===== src/rtl/branch_predictor_btb.sv =====
`default_nettype none
// ============================================================================
//  Module      : branch_predictor_btb
//  Description : Direct-mapped BTB next-PC predictor with per-entry direction
//                counters, four selectable prediction modes and a saturating
//                mispredict counter.
//  Revision    : 1.0 - initial release
// ============================================================================
module branch_predictor_btb #(
    parameter int WORD_SIZE  = 16,
    parameter int INDEX_BITS = 4,
    parameter int CTR_BITS   = 2,
    parameter int MODE       = 2
) (
    input  logic                 clk,
    input  logic                 reset,
    input  logic [WORD_SIZE-1:0] pc_if,
    output logic                 pred_taken,
    output logic [WORD_SIZE-1:0] pred_target,
    output logic [WORD_SIZE-1:0] pred_next_pc,
    input  logic                 upd_valid,
    input  logic [WORD_SIZE-1:0] upd_pc,
    input  logic                 upd_is_ctrl,
    input  logic                 upd_taken,
    input  logic [WORD_SIZE-1:0] upd_target,
    input  logic                 upd_mispredict,
    output logic [15:0]          mispredict_cnt
);

    localparam int c_depth = 2 ** INDEX_BITS;
    localparam int c_tag_w = WORD_SIZE - INDEX_BITS;
    localparam int c_ctr_w = (MODE == 3) ? 2 : CTR_BITS;
    localparam logic [c_ctr_w-1:0] c_ctr_max  = {c_ctr_w{1'b1}};
    localparam logic [c_ctr_w-1:0] c_weak_t   = c_ctr_w'(1) << (c_ctr_w - 1);
    localparam logic [c_ctr_w-1:0] c_weak_nt  = c_weak_t - c_ctr_w'(1);

    if ((CTR_BITS < 1) || (CTR_BITS > 4)) begin : g_bad_ctr_bits
        $error("branch_predictor_btb: CTR_BITS must be in 1..4");
    end
    if ((MODE == 3) && (CTR_BITS != 2)) begin : g_bad_mode3
        $error("branch_predictor_btb: MODE 3 requires CTR_BITS == 2");
    end
    if ((MODE < 0) || (MODE > 3)) begin : g_bad_mode
        $error("branch_predictor_btb: MODE must be in 0..3");
    end

    logic                 valid_q  [c_depth];
    logic [c_tag_w-1:0]   tag_q    [c_depth];
    logic [WORD_SIZE-1:0] target_q [c_depth];
    logic [c_ctr_w-1:0]   ctr_q    [c_depth];
    logic                 valid_d  [c_depth];
    logic [c_tag_w-1:0]   tag_d    [c_depth];
    logic [WORD_SIZE-1:0] target_d [c_depth];
    logic [c_ctr_w-1:0]   ctr_d    [c_depth];
    logic [15:0]          cnt_q;
    logic [15:0]          cnt_d;

    // Hysteresis jumps straight to strong on a second agreeing outcome and
    // drops to strong-opposite from the weak state.
    function automatic logic [c_ctr_w-1:0] train_ctr(input logic [c_ctr_w-1:0] c,
                                                      input logic t);
        logic [c_ctr_w-1:0] n;
        if (MODE == 3) begin
            if (t) n = (c == '0) ? c_ctr_w'(1) : c_ctr_max;
            else   n = (c == c_ctr_max) ? (c_ctr_max - c_ctr_w'(1)) : '0;
        end else begin
            if (t) n = (c == c_ctr_max) ? c : c + c_ctr_w'(1);
            else   n = (c == '0) ? c : c - c_ctr_w'(1);
        end
        return n;
    endfunction

    logic [INDEX_BITS-1:0] lk_idx;
    logic                  lk_hit;
    logic [INDEX_BITS-1:0] up_idx;
    logic [c_tag_w-1:0]    up_tag;
    logic                  up_hit;

    assign lk_idx = pc_if[INDEX_BITS-1:0];
    assign lk_hit = valid_q[lk_idx] && (tag_q[lk_idx] == pc_if[WORD_SIZE-1:INDEX_BITS]);
    assign up_idx = upd_pc[INDEX_BITS-1:0];
    assign up_tag = upd_pc[WORD_SIZE-1:INDEX_BITS];
    assign up_hit = valid_q[up_idx] && (tag_q[up_idx] == up_tag);

    always_comb begin
        pred_taken = 1'b0;
        case (MODE)
            0:       pred_taken = 1'b0;
            1:       pred_taken = lk_hit;
            default: pred_taken = lk_hit && ctr_q[lk_idx][c_ctr_w-1];
        endcase
    end

    assign pred_target    = target_q[lk_idx];
    assign pred_next_pc   = pred_taken ? target_q[lk_idx] : (pc_if + WORD_SIZE'(1));
    assign mispredict_cnt = cnt_q;

    always_comb begin
        valid_d  = valid_q;
        tag_d    = tag_q;
        target_d = target_q;
        ctr_d    = ctr_q;
        cnt_d    = cnt_q;
        if (upd_valid) begin
            if (upd_is_ctrl) begin
                if (up_hit) begin
                    target_d[up_idx] = upd_target;
                    ctr_d[up_idx]    = train_ctr(ctr_q[up_idx], upd_taken);
                end else begin
                    valid_d[up_idx]  = 1'b1;
                    tag_d[up_idx]    = up_tag;
                    target_d[up_idx] = upd_target;
                    ctr_d[up_idx]    = upd_taken ? c_weak_t : c_weak_nt;
                end
            end else if (up_hit) begin
                // A non-branch now occupies this PC: drop the stale entry.
                valid_d[up_idx] = 1'b0;
            end
            if (upd_mispredict && (cnt_q != 16'hFFFF)) begin
                cnt_d = cnt_q + 16'd1;
            end
        end
    end

    always_ff @(posedge clk or posedge reset) begin
        if (reset) begin
            for (int i = 0; i < c_depth; i++) begin
                valid_q[i]  <= 1'b0;
                tag_q[i]    <= '0;
                target_q[i] <= '0;
                ctr_q[i]    <= '0;
            end
            cnt_q <= '0;
        end else begin
            valid_q  <= valid_d;
            tag_q    <= tag_d;
            target_q <= target_d;
            ctr_q    <= ctr_d;
            cnt_q    <= cnt_d;
        end
    end

endmodule
`default_nettype wire


===== config.mk =====
export PLATFORM = sky130hd
export DESIGN_NAME = branch_predictor_btb
export DESIGN_NICKNAME = d
export VERILOG_FILES = /design/src/rtl/branch_predictor_btb.sv
export SDC_FILE = /design/constraint.sdc
export NUM_CORES = 1
export LEC_CHECK = 0
export ABC_AREA = 1
export CAP_MARGIN = 20
export CORE_MARGIN = 2
export CORE_UTILIZATION = 56
export CTS_CLUSTER_DIAMETER = 60
export CTS_CLUSTER_SIZE = 28
export DETAILED_ROUTE_END_ITERATION = 6
export PLACE_DENSITY = 0.83
export SYNTH_ARGS = -nofsm -noshare
export SYNTH_HDL_FRONTEND = slang
export SYNTH_SLANG_ARGS = --single-unit

===== constraint.sdc =====
create_clock -name clk -period 16.1 [get_ports clk]
set_clock_uncertainty 0.05 [all_clocks]
set_input_delay 2.415 -clock clk [delete_from_list [all_inputs] [get_ports clk]]
set_output_delay 2.415 -clock clk [all_outputs]
set_load 0.01 [all_outputs]

==> results of run 1 <==
where the power goes:
group / switching [uW] / internal, uW
clock: 548 / 511
sequential: 154 / 1530
combinational: 419 / 242
total: 1120 / 2280
sequential cells by signal (all words and copies together), names as in the netlist, named ones only:
register / flops
tag_q: 192
ctr_q: 32
target_q: 256
mispredict_cnt: 16
worst max-delay path, cell delays in order:
cell	delay [ns]
buf_6	0.21
inv_6	0.50
buf_4	0.83
a21oi_1	0.14
o21ai_0	0.10
o21ai_0	0.12
nand2_1	0.07
nand2_1	0.05
inv_1	0.05
nand2_1	0.09
xor2_1	0.17
nand3b_1	0.18
nor2_1	0.59
nand3_1	0.34
nand2_1	0.14
nand2_1	0.06
clkdlybuf4s50_1	0.47
per-layer routing:
| metal | global-route usage [%] | wire (microns) | vias to the layer above |
|---|---|---|---|
| li1 | - | - | 11810 |
| met3 | 9.164 | 11500 | 273 |
| met2 | 49.78 | 36220 | 1657 |
| met5 | 0 | 0 | - |
| met1 | 48.57 | 33740 | 12002 |
| met4 | 15.78 | 4069 | 0 |
cells in the final DEF, fill, tap and decap left out, types with 9 or more instances in the layout:
| master | count |
|---|---|
| nand2_1 | 1201 |
| o21ai_0 | 708 |
| dfrtp_1 | 512 |
| nor2_1 | 246 |
| inv_1 | 224 |
| nand3_1 | 141 |
| a21oi_1 | 99 |
| clkdlybuf4s50_1 | 97 |
| o21ai_1 | 58 |
| nand4_1 | 54 |
| o211ai_1 | 52 |
| clkbuf_16 | 38 |
| buf_4 | 35 |
| xor2_1 | 23 |
| a22oi_1 | 21 |
| o22ai_1 | 12 |
| nand2_2 | 10 |
| nor2_2 | 9 |
| inv_6 | 9 |
worst min-delay path by stage:
stage	slack (ns)	from	cells past startpoint	endpoint
6_report	0.43	flop	2	flop
5_1_grt	0.44	flop	2	flop
4_1_cts	0.43	flop	2	flop
3_5_place_dp	0.41	flop	2	flop
3_3_place_gp	0.41	flop	2	flop
2_1_floorplan	0.39	flop	2	flop
final cells by class:
cell class | count | share of cell area [%]
Antenna cell | 2 | 0.01709
Clock inverter | 28 | 1.213
Multi-Input combinational cell | 2666 | 41.03
Inverter | 237 | 3.067
Sequential cell | 512 | 43.74
Clock buffer | 42 | 3.366
Tap cell | 615 | 2.627
Timing Repair Buffer | 145 | 4.938
kinds of logic (layout without fill, tap and decap cells):
family                   count (synthesis)  after routing  synth area share, %
AO/OA/AOI/OAI                          959            959                18.78
adder cells (fa/ha/maj)                  2              2              0.09353
buffers and inverters                  485            452                7.254
flip-flops                             512            512                47.89
other                                    0              2                    0
XOR/XNOR                                31             31                1.015
AND/OR/NAND/NOR                       1674           1674                24.96
stage by stage:
| step | util, % | area, sq um |
|---|---|---|
| after floorplan | - | 26760 |
| after global placement | 58.69 | 27850 |
| after detailed placement | 58.69 | 27850 |
| after CTS | 61.52 | 29190 |
| after global routing | 61.73 | 29290 |
| final | 61.74 | 29290 |
==> impl_metrics.toml, run 1 <==
[finish]
regArea_sq_mm = 0.01281
multi_input_area_sq_mm = 0.01202
fin_nets = 3656
drive_above_1_share_pct = 4.132
fillCellCount = 4217
area_growth_pct = 9.494
final_cells = 4247

[cts]
ctsHoldBuffers = 0
clkSinkCount = 512
cts_buffers = 38
cts_tree = "built"
cts_root_buf = "clkbuf_16"
cts_setup_buffers = 0
ctsLongestPathBuffers = 3
cts_resized = 0
clk_latency_ns = 0.62
clkTransAtPathRegs_ns = 0.07
htreeDepth = 2

[sta]
slew_headroom_pct = 21.02
hold_ws_ns = 0.4292
hold_viol = 0
fin_crit_sh_pct = 56.63
fin_setup_tns_ns = 0
worst_slack_ns = 6.982
rsz0062_at_grt = "false"
finalSetupViolations = 0
fmax_mhz = 109.7
tightest_slew_ns = 1.182
slew_violations = 0
period_minus_slack_ns = 9.118

[synthesis]
synth-edff-count = 0
post-synth-top-count-cell = "nand2_1"
synth_area_sq_mm = 0.02675
synth_area_leader_cell = "dfrtp_1"
netlist.area_leader.share_pct = 47.89
syn_avg_cell_area_sq_um = 7.303
yosysSeqAreaShare_pct = 47.89
synth.distinct_cells = 35
synth_ff_type = "dfrtp_1"
synth_nets = 3719
async_flop_share_pct = 100.0
yosys-top-cells-count = "nand2_1 (1201), o21ai_0 (708), dfrtp_1 (512)"
syn_inst = 3663
yosys_warnings = 0
synth_seq_cells = 512
synth.area.top_cells = "dfrtp_1 (48%), nand2_1 (17%), o21ai_0 (13%), nor2_1 (3.5%), inv_1 (3.2%)"

[floorplanning]
io_pins = 103
die_h_microns = 222.6
coreArea_sq_mm = 0.04745
start_util_pct = 56.38
die_area_sq_mm = 0.04954
rows = 80
die_x_microns = 222.6

[routing]
first_iter_violations = 3987
drt-pass1-iter-count = 7
routed_wl_mm = 85.54
drc = 1
vias_per_cell = 6.061
wl_per_cell_microns = 20.14
ant_nets = 0
vias = 25742

[critical_path]
cp.arrival_ns = 6.65
cp-start-kind = "primary input"
crit_type = "in2out"
setup.worst_path.end = "pred_next_pc[13]"
crit_path_max_fanout = 94
worstRegToRegCells = 13
r2r_slack_ns = 12.44
crit_required_ns = 13.64
worstSetupStartpoint = "pc_if[0]"
crit-reg2reg-capture = "tag_q[67]"
timing.rr.start = "tag_q[26]"
critPathCaptureType = "primary output"

[worst_hold_path]
worstHoldPathType = "reg2reg"

[place]
dp_hpwl_mm = 52.91
dp.cells = 4170
globalplace.congestion = 1.023
place_ws_ns = 7.164
port_buffers = 102

[outcome]
violations = "design-rule violations"
outcome = "complete, but fails checks"

[global_route]
grtUsageTotal_pct = 34.42
grt_overflow = 0
grt_pass1_wl_mm = 133.4
grt_max_degree = 176
grt_pass1_vias = 23714
antenna_found_initial = 2

[power_and_ir_drop]
p_leak_uw = 0.01395
total_power_uw = 3405
power_density_mw_per_mm2 = 116.2
peakVddDrop_mv = 0.06496

[flow_run]
max-cap-violations = 0
(Power assumes the default switching activity.)
==> run 2: changes to the inputs <==
==> constraint.sdc (replaced) <==
create_clock -name clk -period 7.5 [get_ports clk]
set_clock_uncertainty 0.05 [all_clocks]
set_input_delay 1.125 -clock clk [delete_from_list [all_inputs] [get_ports clk]]
set_output_delay 1.125 -clock clk [all_outputs]
set_load 0.01 [all_outputs]
==> run 2 against run 1 <==
Net effect:
- the flow still finishes with violations (design-rule violations)
- via count is 0.95% higher
- core utilization grew 0.23 points
- cell count barely moved
- combinational power increased by 120%
- non-clock buffer count is the same
- register-to-register slack got worse by 8.5 ns
- power up 120%
- count of clock-buffer cells in the layout is 5 higher
- flip-flop and latch count is the same
- largest power group unchanged
- highest routed layer is now met5
==> impl_metrics.toml, run 2 (synthesis results as in run 1) <==
[outcome]
outcome = "complete, but fails checks"
violations = "design-rule violations"

[finish]
reg.largest.list = "target_q: 256 flops, tag_q: 192 flops, ctr_q: 32 flops"
area_growth_pct = 9.901
fin_nets = 3658
layout_commonest_cell = "nand2_1"
drive_above_1_share_pct = 4.210
regMostFlops = "target_q"
largest_reg_flops = 256
final_cell_mix = "nand2_1 (1201), o21ai_0 (708), dfrtp_1 (512)"

[cts]
htreeDepth = 2
cts_root_buf = "clkbuf_16"
cts_tree = "built"
cts_buffers = 40
clkSinkCount = 512
ctsLongestPathBuffers = 3
clk_latency_ns = 0.62
cts_setup_buffers = 0
clkTransAtPathRegs_ns = 0.08
ctsHoldBuffers = 0
cts_resized = 0

[routing]
drt-pass1-iter-count = 7
wl_per_cell_microns = 20.51
vias_per_cell = 6.115
routed_wl_mm = 87.16
vias = 25987
ant_nets = 0
first_iter_violations = 3995
drc = 2

[power_and_ir_drop]
p_sw_uw = 2414
combinationalPowerShare_pct = 19.4
clkPwrFrac_pct = 31.7
p_seq_share_pct = 48.9
p_leak_uw = 0.01399
internal_power_uw = 4978
peakVddDrop_mv = 0.1958
sw_frac_of_total_pct = 32.65
total_power_uw = 7392
power_density_mw_per_mm2 = 251.4

[place]
dp_hpwl_mm = 53.69
port_buffers = 102
place_ws_ns = 1.435
globalplace.congestion = 1.002

[sta]
finalSetupViolations = 0
hold_viol = 0
period_minus_slack_ns = 6.380
slew_violations = 0
slew_headroom_pct = 23.59
worst_slack_ns = 1.120
rsz0062_at_grt = "false"
tightest_slew_ns = 1.143
fin_crit_sh_pct = 85.07
fmax_mhz = 156.7

[critical_path]
crit_path_max_fanout = 95
cp.arrival_ns = 5.21
crit_type = "in2out"
cp-start-kind = "primary input"
critPathCaptureType = "primary output"
crit_required_ns = 6.32

[floorplanning]
rows = 80
coreArea_sq_mm = 0.04745
die_h_microns = 222.6
start_util_pct = 56.38
io_pins = 103
die_x_microns = 222.6
die_area_sq_mm = 0.04954

[global_route]
grt_max_degree = 188
antenna_found_initial = 3
grt_overflow = 0
grtUsageTotal_pct = 35.02
grt_pass1_vias = 23740
grt_pass1_wl_mm = 135.4

[worst_hold_path]
worstHoldPathType = "reg2reg"

[flow_run]
max-cap-violations = 0
## run 2: per-stage QoR
| step | hold WS (ns) | std cells | instance area, sq um | setup TNS (ns) | utilization, % |
|---|---|---|---|---|---|
| 2_1_floorplan | 0.3918 | 3663 | 26760 | -321.19 | - |
| 3_3_place_gp | 0.4096 | 4170 | 27830 | 0 | 58.66 |
| 3_5_place_dp | 0.4104 | 4170 | 27830 | 0 | 58.66 |
| 4_1_cts | 0.4314 | 4244 | 29260 | 0 | 61.67 |
| 5_1_grt | 0.4531 | 4249 | 29400 | 0 | 61.96 |
| 6_report | 0.4338 | 4250 | 29400 | 0 | 61.97 |
## run 2: layout make-up
cell class | instances | area, sq um
diodes | 1 | 2.502
repair buffers | 145 | 1471
clock buffers | 47 | 1079
flip-flops and latches | 512 | 12810
multi-input cells | 2666 | 12020
inverters | 237 | 898.4
well taps | 615 | 769.5
fillers | 4198 | 18040
clock inverters | 27 | 349.1
## run 2: routing by layer
| layer | GRT usage (%) | share of wire, % | up-vias |
|---|---|---|---|
| li1 | - | - | 11821 |
| met1 | 49.24 | 40 | 12155 |
| met2 | 50.23 | 42 | 1706 |
| met3 | 10.45 | 14 | 301 |
| met4 | 15.48 | 4.5 | 4 |
| met5 | 0 | 0.026 | - |
## run 2: final timing paths
kind,from,to,slack (ns),depth (start not counted)
setup / recovery,pc_if[1],pred_next_pc[7],1.12,15
setup reg to reg,tag_q[84],tag_q[58],3.92,14
min in group asynchronous,reset,mispredict_cnt[15],0.93,2
hold / removal,target_q[184],target_q[184],0.43,2
max in group asynchronous,reset,target_q[33],5.04,3
hold reg to reg,target_q[184],target_q[184],0.43,2
## run 2: power groups by stage
stage               clock network (uW)  logic, uW  registers (uW)
finish                            2350       1430            3610
global route                      2470       1620            3670
CTS                               2360       1400            3600
detailed placement                   0       1390            3640
global placement                     0       1340            3630
floorplan                            0        988            3570
## run 2: worst max-delay path: stages
cell and delay, ns:
buf_6 0.56, inv_1 0.74, o21ai_0 0.28, o22ai_1 0.11, o211ai_1 0.37, nand2_1 0.09
nand2_1 0.09, nand2_1 0.06, inv_1 0.05, nand2_1 0.05, nor2_1 0.60, nand3_1 0.33
nand2_1 0.13, nand2_1 0.06, clkdlybuf4s50_1 0.48
